==> config.mk <==
export PLATFORM = sky130hd
export DESIGN_NAME = regfile_wb_arbiter
export DESIGN_NICKNAME = d
export VERILOG_FILES = /design/src/rtl/wb_pkg.sv /design/src/rtl/regfile_wb_arbiter_slot.sv /design/src/rtl/regfile_wb_arbiter.sv
export SDC_FILE = /design/constraint.sdc
export NUM_CORES = 1
export LEC_CHECK = 0
export BUFFER_PORTS_ARGS = -buffer_cell sky130_fd_sc_hd__buf_2
export CAP_MARGIN = 20
export CORE_MARGIN = 1
export CORE_UTILIZATION = 54
export DETAILED_ROUTE_END_ITERATION = 10
export PLACE_DENSITY = 0.85
export SLEW_MARGIN = 5
export SYNTH_ARGS = -nofsm -noshare
export SYNTH_HDL_FRONTEND = slang
export SYNTH_SLANG_ARGS = --single-unit
==> constraint.sdc <==
create_clock -name clk -period 3.8 [get_ports clk]
set_clock_uncertainty 0.15 [all_clocks]
set_input_delay 0.57 -clock clk [delete_from_list [all_inputs] [get_ports clk]]
set_output_delay 0.57 -clock clk [all_outputs]
set_load 0.01 [all_outputs]
==> src/rtl/wb_pkg.sv <==
// wb_pkg: shared types and constants for the register-file writeback arbiter.
package wb_pkg;
  localparam int WB_AW = 5;
  localparam int WB_DW = 32;
  localparam int unsigned WB_X0 = '0;
  typedef struct packed {
    logic [WB_AW-1:0] rd;
    logic [WB_DW-1:0] wd;
  } wb_req_t;
  typedef enum logic {WB_SRC_ALU = 1'b0, WB_SRC_LD = 1'b1} wb_src_e;
endpackage

==> src/rtl/regfile_wb_arbiter_slot.sv <==
// wb_slot: one-entry writeback holding register with valid/ready handshake and x0 write filter.
module wb_slot
  import wb_pkg::*;
#(
  parameter int AW = 5,
  parameter int DW = 32
) (
  input  logic          clk,
  input  logic          rst,
  input  logic          in_valid,
  input  logic [AW-1:0] in_rd,
  input  logic [DW-1:0] in_wd,
  input  logic          drain,
  output logic          ready,
  output logic          load,
  output logic          full,
  output logic [AW-1:0] rd,
  output logic [DW-1:0] wd
);
  logic          full_q, full_d;
  logic [AW-1:0] rd_q, rd_d;
  logic [DW-1:0] wd_q, wd_d;
  always_comb begin
    ready  = !full_q || drain;
    load   = in_valid && ready && (in_rd != AW'(WB_X0));
    full_d = load || (full_q && !drain);
    rd_d   = load ? in_rd : rd_q;
    wd_d   = load ? in_wd : wd_q;
  end
  always_ff @(posedge clk) begin
    if (rst) begin
      full_q <= 1'b0;
      rd_q   <= '0;
      wd_q   <= '0;
    end else begin
      full_q <= full_d;
      rd_q   <= rd_d;
      wd_q   <= wd_d;
    end
  end
  assign full = full_q;
  assign rd   = rd_q;
  assign wd   = wd_q;
endmodule

==> src/rtl/regfile_wb_arbiter.sv <==
// regfile_wb_arbiter: shares the reg_file write port between ALU and load writeback with age-ordered grant.
// Optional WB_HAZARD_EN adds AD1/AD2 read-address compare against pending writes.
module regfile_wb_arbiter
  import wb_pkg::*;
#(
  parameter int ADDRESS_WIDTH = 5,
  parameter int DATA_WIDTH    = 32,
  parameter int CNT_WIDTH     = 16
) (
  input  logic                     clk,
  input  logic                     rst,
  input  logic                     alu_valid,
  output logic                     alu_ready,
  input  logic [ADDRESS_WIDTH-1:0] alu_rd,
  input  logic [DATA_WIDTH-1:0]    alu_wd,
  input  logic                     ld_valid,
  output logic                     ld_ready,
  input  logic [ADDRESS_WIDTH-1:0] ld_rd,
  input  logic [DATA_WIDTH-1:0]    ld_wd,
  output logic [ADDRESS_WIDTH-1:0] AD3,
  output logic [DATA_WIDTH-1:0]    WD3,
  output logic                     WE3,
  output logic                     busy,
`ifdef WB_HAZARD_EN
  input  logic [ADDRESS_WIDTH-1:0] AD1,
  input  logic [ADDRESS_WIDTH-1:0] AD2,
  output logic                     hazard,
`endif
  output logic [CNT_WIDTH-1:0]     conflict_cnt
);
  logic                     alu_full, ld_full, alu_load, ld_load, alu_gnt, ld_gnt, both_full;
  logic [ADDRESS_WIDTH-1:0] alu_q_rd, ld_q_rd;
  logic [DATA_WIDTH-1:0]    alu_q_wd, ld_q_wd;
  wb_src_e                  age_q, age_d;
  logic [CNT_WIDTH-1:0]     cnt_q, cnt_d;

  wb_slot #(.AW(ADDRESS_WIDTH), .DW(DATA_WIDTH)) u_alu (
    .clk(clk), .rst(rst), .in_valid(alu_valid), .in_rd(alu_rd), .in_wd(alu_wd), .drain(alu_gnt),
    .ready(alu_ready), .load(alu_load), .full(alu_full), .rd(alu_q_rd), .wd(alu_q_wd)
  );
  wb_slot #(.AW(ADDRESS_WIDTH), .DW(DATA_WIDTH)) u_ld (
    .clk(clk), .rst(rst), .in_valid(ld_valid), .in_rd(ld_rd), .in_wd(ld_wd), .drain(ld_gnt),
    .ready(ld_ready), .load(ld_load), .full(ld_full), .rd(ld_q_rd), .wd(ld_q_wd)
  );

  always_comb begin
    both_full = alu_full && ld_full;
    alu_gnt   = alu_full && (!ld_full || age_q == WB_SRC_ALU);
    ld_gnt    = ld_full && !alu_gnt;
    WE3       = alu_gnt || ld_gnt;
    AD3       = alu_gnt ? alu_q_rd : ld_gnt ? ld_q_rd : '0;
    WD3       = alu_gnt ? alu_q_wd : ld_gnt ? ld_q_wd : '0;
    busy      = alu_full || ld_full;
    age_d     = (alu_load && ld_load)               ? WB_SRC_ALU :
                (alu_load && ld_full && !ld_gnt)    ? WB_SRC_LD  :
                (ld_load && alu_full && !alu_gnt)   ? WB_SRC_ALU : age_q;
    cnt_d     = (both_full && !(&cnt_q)) ? cnt_q + 1'b1 : cnt_q;
  end

  always_ff @(posedge clk) begin
    if (rst) begin
      age_q <= WB_SRC_ALU;
      cnt_q <= '0;
    end else begin
      age_q <= age_d;
      cnt_q <= cnt_d;
    end
  end
  assign conflict_cnt = cnt_q;

`ifdef WB_HAZARD_EN
  always_comb begin
    hazard = ((AD1 != '0) && ((alu_full && AD1 == alu_q_rd) || (ld_full && AD1 == ld_q_rd))) ||
             ((AD2 != '0) && ((alu_full && AD2 == alu_q_rd) || (ld_full && AD2 == ld_q_rd)));
  end
`endif
endmodule

### Word level (Yosys, flattened, before mapping)

Index checks and enable logic that the tools add are counted.

| word-level totals | value |
|---|---|
| register bits after elaboration | 93 |
| input port bits | 78 |
| logic and storage cells | 48 |

| operators by class | value |
|---|---|
| $add $sub $neg | 1 |
| muxes and demuxes | 6 |
| bitwise gates (word level) | 1 |
| reductions and logical operators | 32 |

Operators by type and width:

| kind | number |
|---|---|
| 2-to-1 mux 32 bit | 2 |
| adder 16 x 1 -> 16 bit (second input constant) | 1 |
| AND reduction 16 bit | 1 |
| logical AND 1 bit | 15 |
| 2-to-1 mux 5 bit | 2 |
| nonzero test 5 bit | 2 |
| logical OR 1 bit | 7 |
| logical NOT 1 bit | 5 |
| 2-to-1 mux 1 bit | 2 |
| nonzero test 2 bit | 1 |
| OR reduction 2 bit | 1 |
| inverter 1 bit | 1 |

### Longest topological paths before layout

Gate-level depths: netlist (run 1).

| logic depth | value |
|---|---|
| depth in word-level cells | 12 |
| mapped depth | 7 |
| depth with buffers taken out | 5 |

### By module

From an unflattened synthesis (run 1), not the netlist that was laid out.

| second synthesis, totals | value |
|---|---|
| cells, all modules | 570 |
| area, all modules | 4833.4 um^2 |

Modules (own cells, without submodules):

| module | times used | cells each | area each (um^2) | sequential area each (um^2) |
|---|---|---|---|---|
| wb_slot | 2 | 166 | 1689.1 | 760.7 |
| regfile_wb_arbiter | 1 | 238 | 1455.1 | 340.3 |

### Worst setup path after synthesis (run 1)

OpenSTA, ideal clock, no wires.

| path | value |
|---|---|
| path type | input port to flip-flop |
| from | in alu_rd[0] |
| to | reg u_alu.wd_q[25], in the netlist u_alu.wd[25] |
| arrival | 1900 ps |
| path slack | 1679 ps |
| stages | 6 |
| buffers on the path | 2 |
| cell sequence | or4_1 -> o211ai_1 -> buf_2 -> buf_2 -> nand2_1 -> a21oi_1 |

| on the way | value |
|---|---|
| longest elaborated chain between the ends | 2 |

Ends and longest elaborated chain:

| what | RTL line | text |
|---|---|---|
| from (decl) | regfile_wb_arbiter.sv:14 | `input logic [ADDRESS_WIDTH-1:0] alu_rd,` |
| nonzero test 5 bit | regfile_wb_arbiter_slot.sv:25 | `load = in_valid && ready && (in_rd != AW'(WB_X0));` |
| logical AND 1 bit | regfile_wb_arbiter_slot.sv:25 |  |
| to (signal assigned) | regfile_wb_arbiter_slot.sv:38 | `wd_q <= wd_d;` |
| to (decl) | regfile_wb_arbiter_slot.sv:22 | `logic [DW-1:0] wd_q, wd_d;` |

Every way passes these cells.
A chain may end at the register's enable or synchronous reset.

### Worst setup path in the final report (run 1)

| path | value |
|---|---|
| from | reg u_alu.full_q, in the netlist u_alu.full |
| to | out WD3[10] |

| on the way | value |
|---|---|
| longest elaborated chain between the ends | 5 |

Ends and longest elaborated chain:

| what | RTL line | text |
|---|---|---|
| from (decl) | regfile_wb_arbiter_slot.sv:20 | `logic full_q, full_d;` |
| from (signal assigned) | regfile_wb_arbiter_slot.sv:36 | `full_q <= full_d;` |
| logical AND 1 bit (*) | regfile_wb_arbiter.sv:48 | `alu_gnt = alu_full && (!ld_full \|\| age_q == WB_SRC_ALU);` |
| logical NOT 1 bit | regfile_wb_arbiter.sv:49 | `ld_gnt = ld_full && !alu_gnt;` |
| logical AND 1 bit | regfile_wb_arbiter.sv:49 |  |
| 2-to-1 mux 32 bit | regfile_wb_arbiter.sv:52 | `WD3 = alu_gnt ? alu_q_wd : ld_gnt ? ld_q_wd : '0;` |
| 2-to-1 mux 32 bit (*) | regfile_wb_arbiter.sv:52 |  |
| to (decl) | regfile_wb_arbiter.sv:21 | `output logic [DATA_WIDTH-1:0] WD3,` |

Mark *: on every way between the ends. The rest lies on a longest branch, timed or not.

==> reports/qor.yml, run 1 <==
synth_seq_cells: 93
num_rows: 31
clkTransAtPathRegs_ns: 0.09
grt_pass1_vias: 3626
dieArea_um2: 7810
utilization: 0.693
timing.final.ws_setup_ns: 0.983
area_delta_synth_final_pct: 24.1
rsz0062_at_grt: "no"
critPathMaxFanout: 62
dpl_worst_slack_ns: 1.18
drt_pass1_iterations: 5
dpl.hpwl_mm: 7.17
vdd_drop_max_mv: 0.224
holdWs_ns: 0.294
synth_cells: 554
synthArstFlopShare: 0
start_util: 0.558
clk_path_buf_depth: 2
synthFlopType: "dfxtp_1"
clkPwrFrac: 0.383
cts_tree: "done"
io-pin-count: 135
cts-root-buf: "clkbuf_8"
synth.cell_area_um2: 4030
vias: 4167
hp-class: "input port to register"
syn_nets: 633
p_switching_uw: 504
cts_max_level: 3
synth_seq_area_share: 0.462
share_seq_of_total_power: 0.505
ys_types: 38
die_h_um: 88.4
critPathRequiredTime_ns: 3.08
p_leak_nw: 2.12
drive_gt1_frac: 0.248
clk_latency_ns: 0.36
arrival_ns: 2.10
antenna_cells: 0
synth_warnings: 0
ctsResizeCount: 0
nNetsFinal: 747
maxCapViolCount: 0
power_per_cell_area_nw_per_um2: 415
finalWirelength_mm: 10.6
ant_nets: 0
maxSlewViolCount: 0
place_area_um2: 4700
antenna_found_initial: 1
io_buffer_count: 134
core_um2: 7210
intPower_mw: 1.57
start_kind: "register"
syn_area_per_cell_um2: 7.27
cts_setup_buffers: 0
die_w_um: 88.4
outcome: "finished clean"
setup_viol: 0
finalHoldViolCount: 0
fin_area_um2: 5000
critPathKind: "register to output pin"
cts-buffers-inserted: 9
cp-end-kind: "output pin"
worst-r2r-setup-slack_ns: 1.34
max_clock_freq_ghz: 0.355
relSlewSlack: 0.443
gp_congestion: 0.835
finalCritPeriodShare: 0.741
switching_share: 0.243
viasPerCell: 5.40
grt_overflow: 0
tightestPinTransition_ns: 0.826
drc: 0
holdBufCountCts: 0
grt_pass1_wl_mm: 16.5
grt_max_degree: 63
synth_edf_count: 0
period_needed_ns: 2.82
track_usage: 0.272
drt_iter0_markers: 191
cts.sinks: 93
avgRoutedWirePerCell_um: 13.7
timing.setup.tns_ns: 0
p_comb_frac: 0.113
[logic make-up after synthesis]
kind of cell / count (synthesis) / synth area share
XOR/XNOR: 1 / 0.00218
multiplexers: 2 / 0.00528
AO/OA/AOI/OAI: 146 / 0.198
adder cells (fa/ha/maj): 1 / 0.00311
buffers and inverters: 44 / 0.0491
AND/OR/NAND/NOR: 267 / 0.280
flip-flops: 93 / 0.462
[state kept, by name (all words and copies together) (netlist names)]
signal and cells:
u_alu.wd 32, u_ld.wd 32, conflict_cnt 16, u_alu.rd 5
u_ld.rd 5, age_q 1, u_alu.full 1, u_ld.full 1
[cell usage in the layout (no fill, tap or decap), types with 2 or more instances in the layout]
cell | netlist | routed
or4_2 | 2 | 2
clkbuf_1 | 33 | 2
inv_1 | 4 | 4
nor4_1 | 2 | 2
or3_1 | 5 | 5
nand2_1 | 220 | 220
nor2_1 | 8 | 8
a32oi_1 | 4 | 4
and3_1 | 2 | 2
or4_1 | 7 | 7
clkbuf_8 | 1 | 10
bufinv_16 | 0 | 3
buf_2 | 3 | 134
o211ai_1 | 2 | 2
o211a_1 | 2 | 2
a21oi_1 | 84 | 84
or4_4 | 2 | 2
dfxtp_1 | 93 | 92
nand4_1 | 4 | 4
buf_16 | 0 | 2
buf_4 | 1 | 7
o31ai_1 | 6 | 6
o21ai_0 | 43 | 43
nand3_1 | 8 | 8
a211oi_1 | 2 | 2
[routing by layer]
| layer | vias up | global-route usage | wire [µm] |
|---|---|---|---|
| met4 | 2 | 0.0880 | 130 |
| met3 | 16 | 0.0812 | 789 |
| li1 | 2088 | - | - |
| met2 | 156 | 0.443 | 4950 |
| met1 | 1905 | 0.346 | 4710 |
| met5 | - | 0 | 13 |
[Yosys cell counts (2+ instances only)]
cell,count,area [µm²]
inv_1,4,15.0
and3_1,2,12.5
a21oi_1,84,420
o211ai_1,2,15.0
a211oi_1,2,15.0
o21ai_0,43,215
or4_2,2,17.5
or4_4,2,22.5
nand3_1,8,40.0
buf_6,2,22.5
nand4_1,4,25.0
o211a_1,2,20.0
nand2_1,220,826
or3_1,5,31.3
clkbuf_1,33,124
nor4_1,2,12.5
buf_2,3,15.0
dfxtp_1,93,1860
o31ai_1,6,45.0
or4_1,7,52.6
nor2_1,8,30.0
a32oi_1,4,35.0
[power groups by stage]
stage | Combinational (mW) | Clock [mW] | Sequential, mW
after detailed placement | 0.224 | 0 | 1.07
after floorplan | 0.139 | 0 | 1.06
after CTS | 0.225 | 0.802 | 1.05
after global routing | 0.260 | 0.845 | 1.05
final | 0.233 | 0.793 | 1.05
after global placement | 0.218 | 0 | 1.07
[area by class of cell]
| type | instances | area, µm² |
|---|---|---|
| Tap cell | 99 | 124 |
| Timing Repair Buffer | 143 | 778 |
| Multi-Input combinational cell | 417 | 1980 |
| Fill cell | 628 | 2220 |
| Sequential cell | 93 | 1860 |
| Clock buffer | 12 | 145 |
| Clock inverter | 4 | 95.1 |
| Inverter | 4 | 15.0 |
[per-stage QoR]
step	instances	total power, mW
final	772	2.07
after global routing	772	2.16
after CTS	770	2.07
after detailed placement	754	1.29
after global placement	754	1.28
after floorplan	554	1.20
[worst max-delay path, stage by stage, from the launching register on]
cell,delay [ns]
dfxtp_1,0.42
a21boi_4,0.36
buf_4,0.52
o21ai_0,0.23
buf_2,0.18
[path summary, 6_finish.rpt]
kind | depth (start not counted) | startpoint | to
setup reg to reg | 5 | u_ld.full | conflict_cnt[15]
setup / recovery | 4 | u_alu.full | WD3[10]
hold / removal | 3 | alu_wd[9] | u_alu.wd[9]
hold reg to reg | 2 | u_ld.wd[24] | u_ld.wd[24]
Power figures use the tool's default switching activity.
==> run 2: changes to the inputs <==
ABC_AREA = 1   (was unset)
CORE_UTILIZATION = 51   (was 54)
PLACE_DENSITY = 0.8   (was 0.85)
clock period = 2.7 ns   (was 3.8 ns; I/O delays follow)
==> reports/qor.yml, run 2 <==
vdd_drop_max_mv: 0.221  # -1.2%
syn_nets: 696  # +10%
seq_area_um2: 1860  # about the same
dieArea_um2: 8520  # +9.2%
cts_tree: "done"
p_leak_nw: 2.42  # +14%
cp-end-kind: "output pin"
dpl_worst_slack_ns: 0.526  # -0.656 ns
yosys.area.top_type: "dfxtp_1"
finalWirelength_mm: 11.3  # +6.4%
gp_congestion: 0.851  # +1.9%
syn_area_per_cell_um2: 6.74  # -7.2%
area_delta_synth_final_pct: 19.8
cts.sinks: 93  # unchanged
synthTopCellsByCount: "nor2_1 (165), nand2_1 (131), dfxtp_1 (93)"
synth_edf_count: 0  # unchanged
critPathMaxFanout: 39  # -37%
critPathRequiredTime_ns: 2.14  # -0.94 ns
yosysMostFrequentCell: "nor2_1"
track_usage: 0.266  # -0.00593
ctsResizeCount: 0  # unchanged
power_per_cell_area_nw_per_um2: 544  # +31%
timing.final.ws_setup_ns: 0.253  # -0.730 ns
final_common_cell: "nor2_1"
drt_pass1_iterations: 5  # unchanged
synthArstFlopShare: 0  # unchanged
num-fill-cells: 747  # +19%
maxSlewViolCount: 0  # unchanged
die_w_um: 92.3  # +4.5%
clk_latency_ns: 0.35  # about the same
antenna_cells: 0  # unchanged
grt_pass1_vias: 3964  # +9.3%
synth_cells: 617  # +11%
synth_top_area_share: 0.448  # -0.0149
slowest_stage: "inv_2"
relSlewSlack: 0.571  # +0.128
hp-class: "input port to register"
clk_path_buf_depth: 2  # unchanged
multi_input_area_um2: 2030  # +2.8%
drive_gt1_frac: 0.234  # -0.0141
nNetsFinal: 809  # +8.3%
path_common_cell: "inv_2"
synth_warnings: 0  # unchanged
drc: 0  # unchanged
io_buffer_count: 134  # unchanged
ant_nets: 0  # unchanged
outcome: "finished clean"
viasPerCell: 5.17  # -4.2%
place_area_um2: 4810  # +2.3%
setup_viol: 0  # unchanged
dpl.hpwl_mm: 7.78  # +8.5%
ys_top_cells_by_area: "dfxtp_1 (45%), nor2_1 (15%), nand2_1 (12%)"
synth_seq_area_share: 0.448  # -0.0149
finalHoldViolCount: 0  # unchanged
grt_pass1_wl_mm: 18.2  # +10%
utilization: 0.638  # -0.0544
cts_max_level: 3  # unchanged
synth.cell_area_um2: 4160  # +3.3%
cts-buffers-inserted: 9  # unchanged
drt_iter0_markers: 254  # +33%
start_util: 0.533  # -0.0252
fin_cells: 837  # +8.4%
vias: 4326  # +3.8%
finalPower_mw: 2.71  # +31%
holdWs_ns: 0.145  # -0.149 ns
avgRoutedWirePerCell_um: 13.5  # -1.9%
timing.setup.tns_ns: 0  # unchanged
grt_overflow: 0  # unchanged
maxCapViolCount: 0  # unchanged
finalCritPeriodShare: 0.906
io-pin-count: 135  # unchanged
critPathKind: "register to output pin"
holdBufCountCts: 0  # unchanged
max_clock_freq_ghz: 0.409
layout_common_cells: "nor2_1 (165), buf_2 (134), nand2_1 (131), dfxtp_1 (93), o21ai_0 (67)"
cts_setup_buffers: 0  # unchanged
num_rows: 32  # +3.2%
synthFlopType: "dfxtp_1"
worstPathCellList: "nand2_1 -> inv_2 -> nor2_4 -> inv_2 -> nand3_1 -> o21ai_0 -> buf_2"
synth_seq_cells: 93  # unchanged
cts-root-buf: "clkbuf_8"
arrival_ns: 1.89  # -0.21 ns
period_needed_ns: 2.45
antenna_found_initial: 0  # -1
tightestPinTransition_ns: 0.642  # -0.184 ns
rsz0062_at_grt: "no"
ys_types: 26  # -32%
grt_max_degree: 43  # -32%
placed_cells: 821  # +8.9%
core_um2: 7810  # +8.2%
die_h_um: 92.3  # +4.5%
slowest_delay_ns: 0.46  # -0.06 ns
start_kind: "register"
clkTransAtPathRegs_ns: 0.10  # about the same
fin_area_um2: 4980  # -0.28%
==> run 2: layout make-up <==
class                      count  area share
tap                          102      0.0256
sequential                    93       0.373
inverter                      19      0.0143
multi-input combinational    467       0.408
timing repair buffer         140       0.144
clock buffer                   9      0.0248
clock inverter                 7      0.0100
==> run 2: critical path: cells and delay by family, from the launching register on <==
| kind | cells | cell delay [ns] |
|---|---|---|
| buffers and inverters | 3 | 0.74 |
| AO/OA/AOI/OAI | 1 | 0.14 |
| AND/OR/NAND/NOR | 3 | 0.28 |
| flip-flops | 1 | 0.37 |
==> run 2: per-layer routing <==
metal / track usage / vias to the layer above / routed length, µm
met3: 0.0460 / 22 / 748
met2: 0.455 / 160 / 5430
met4: 0.103 / 0 / 235
met5: 0 / - / 0
li1: - / 2198 / -
met1: 0.333 / 1946 / 4860
==> run 2: cell families after synthesis <==
kind of cell,count (synthesis),share of synthesized area
flip-flops,93,0.448
XOR/XNOR,6,0.0126
adder cells (fa/ha/maj),1,0.00301
buffers and inverters,57,0.0635
AND/OR/NAND/NOR,363,0.355
AO/OA/AOI/OAI,97,0.118
==> run 2: worst paths after layout <==
path / start / end / slack [ns] / cells past startpoint
setup / recovery: u_ld.full / AD3[3] / 0.25 / 7
hold reg to reg: u_alu.rd[3] / u_alu.rd[3] / 0.31 / 2
setup reg to reg: u_ld.full / u_ld.wd[11] / 0.56 / 7
hold / removal: alu_wd[24] / u_alu.wd[24] / 0.14 / 3
==> run 2: where the power goes <==
group,total [mW],internal [mW],switching (mW)
Sequential,1.50,1.46,0.0452
Combinational,0.377,0.144,0.234
Clock,0.831,0.336,0.495
Total,2.71,1.94,0.774
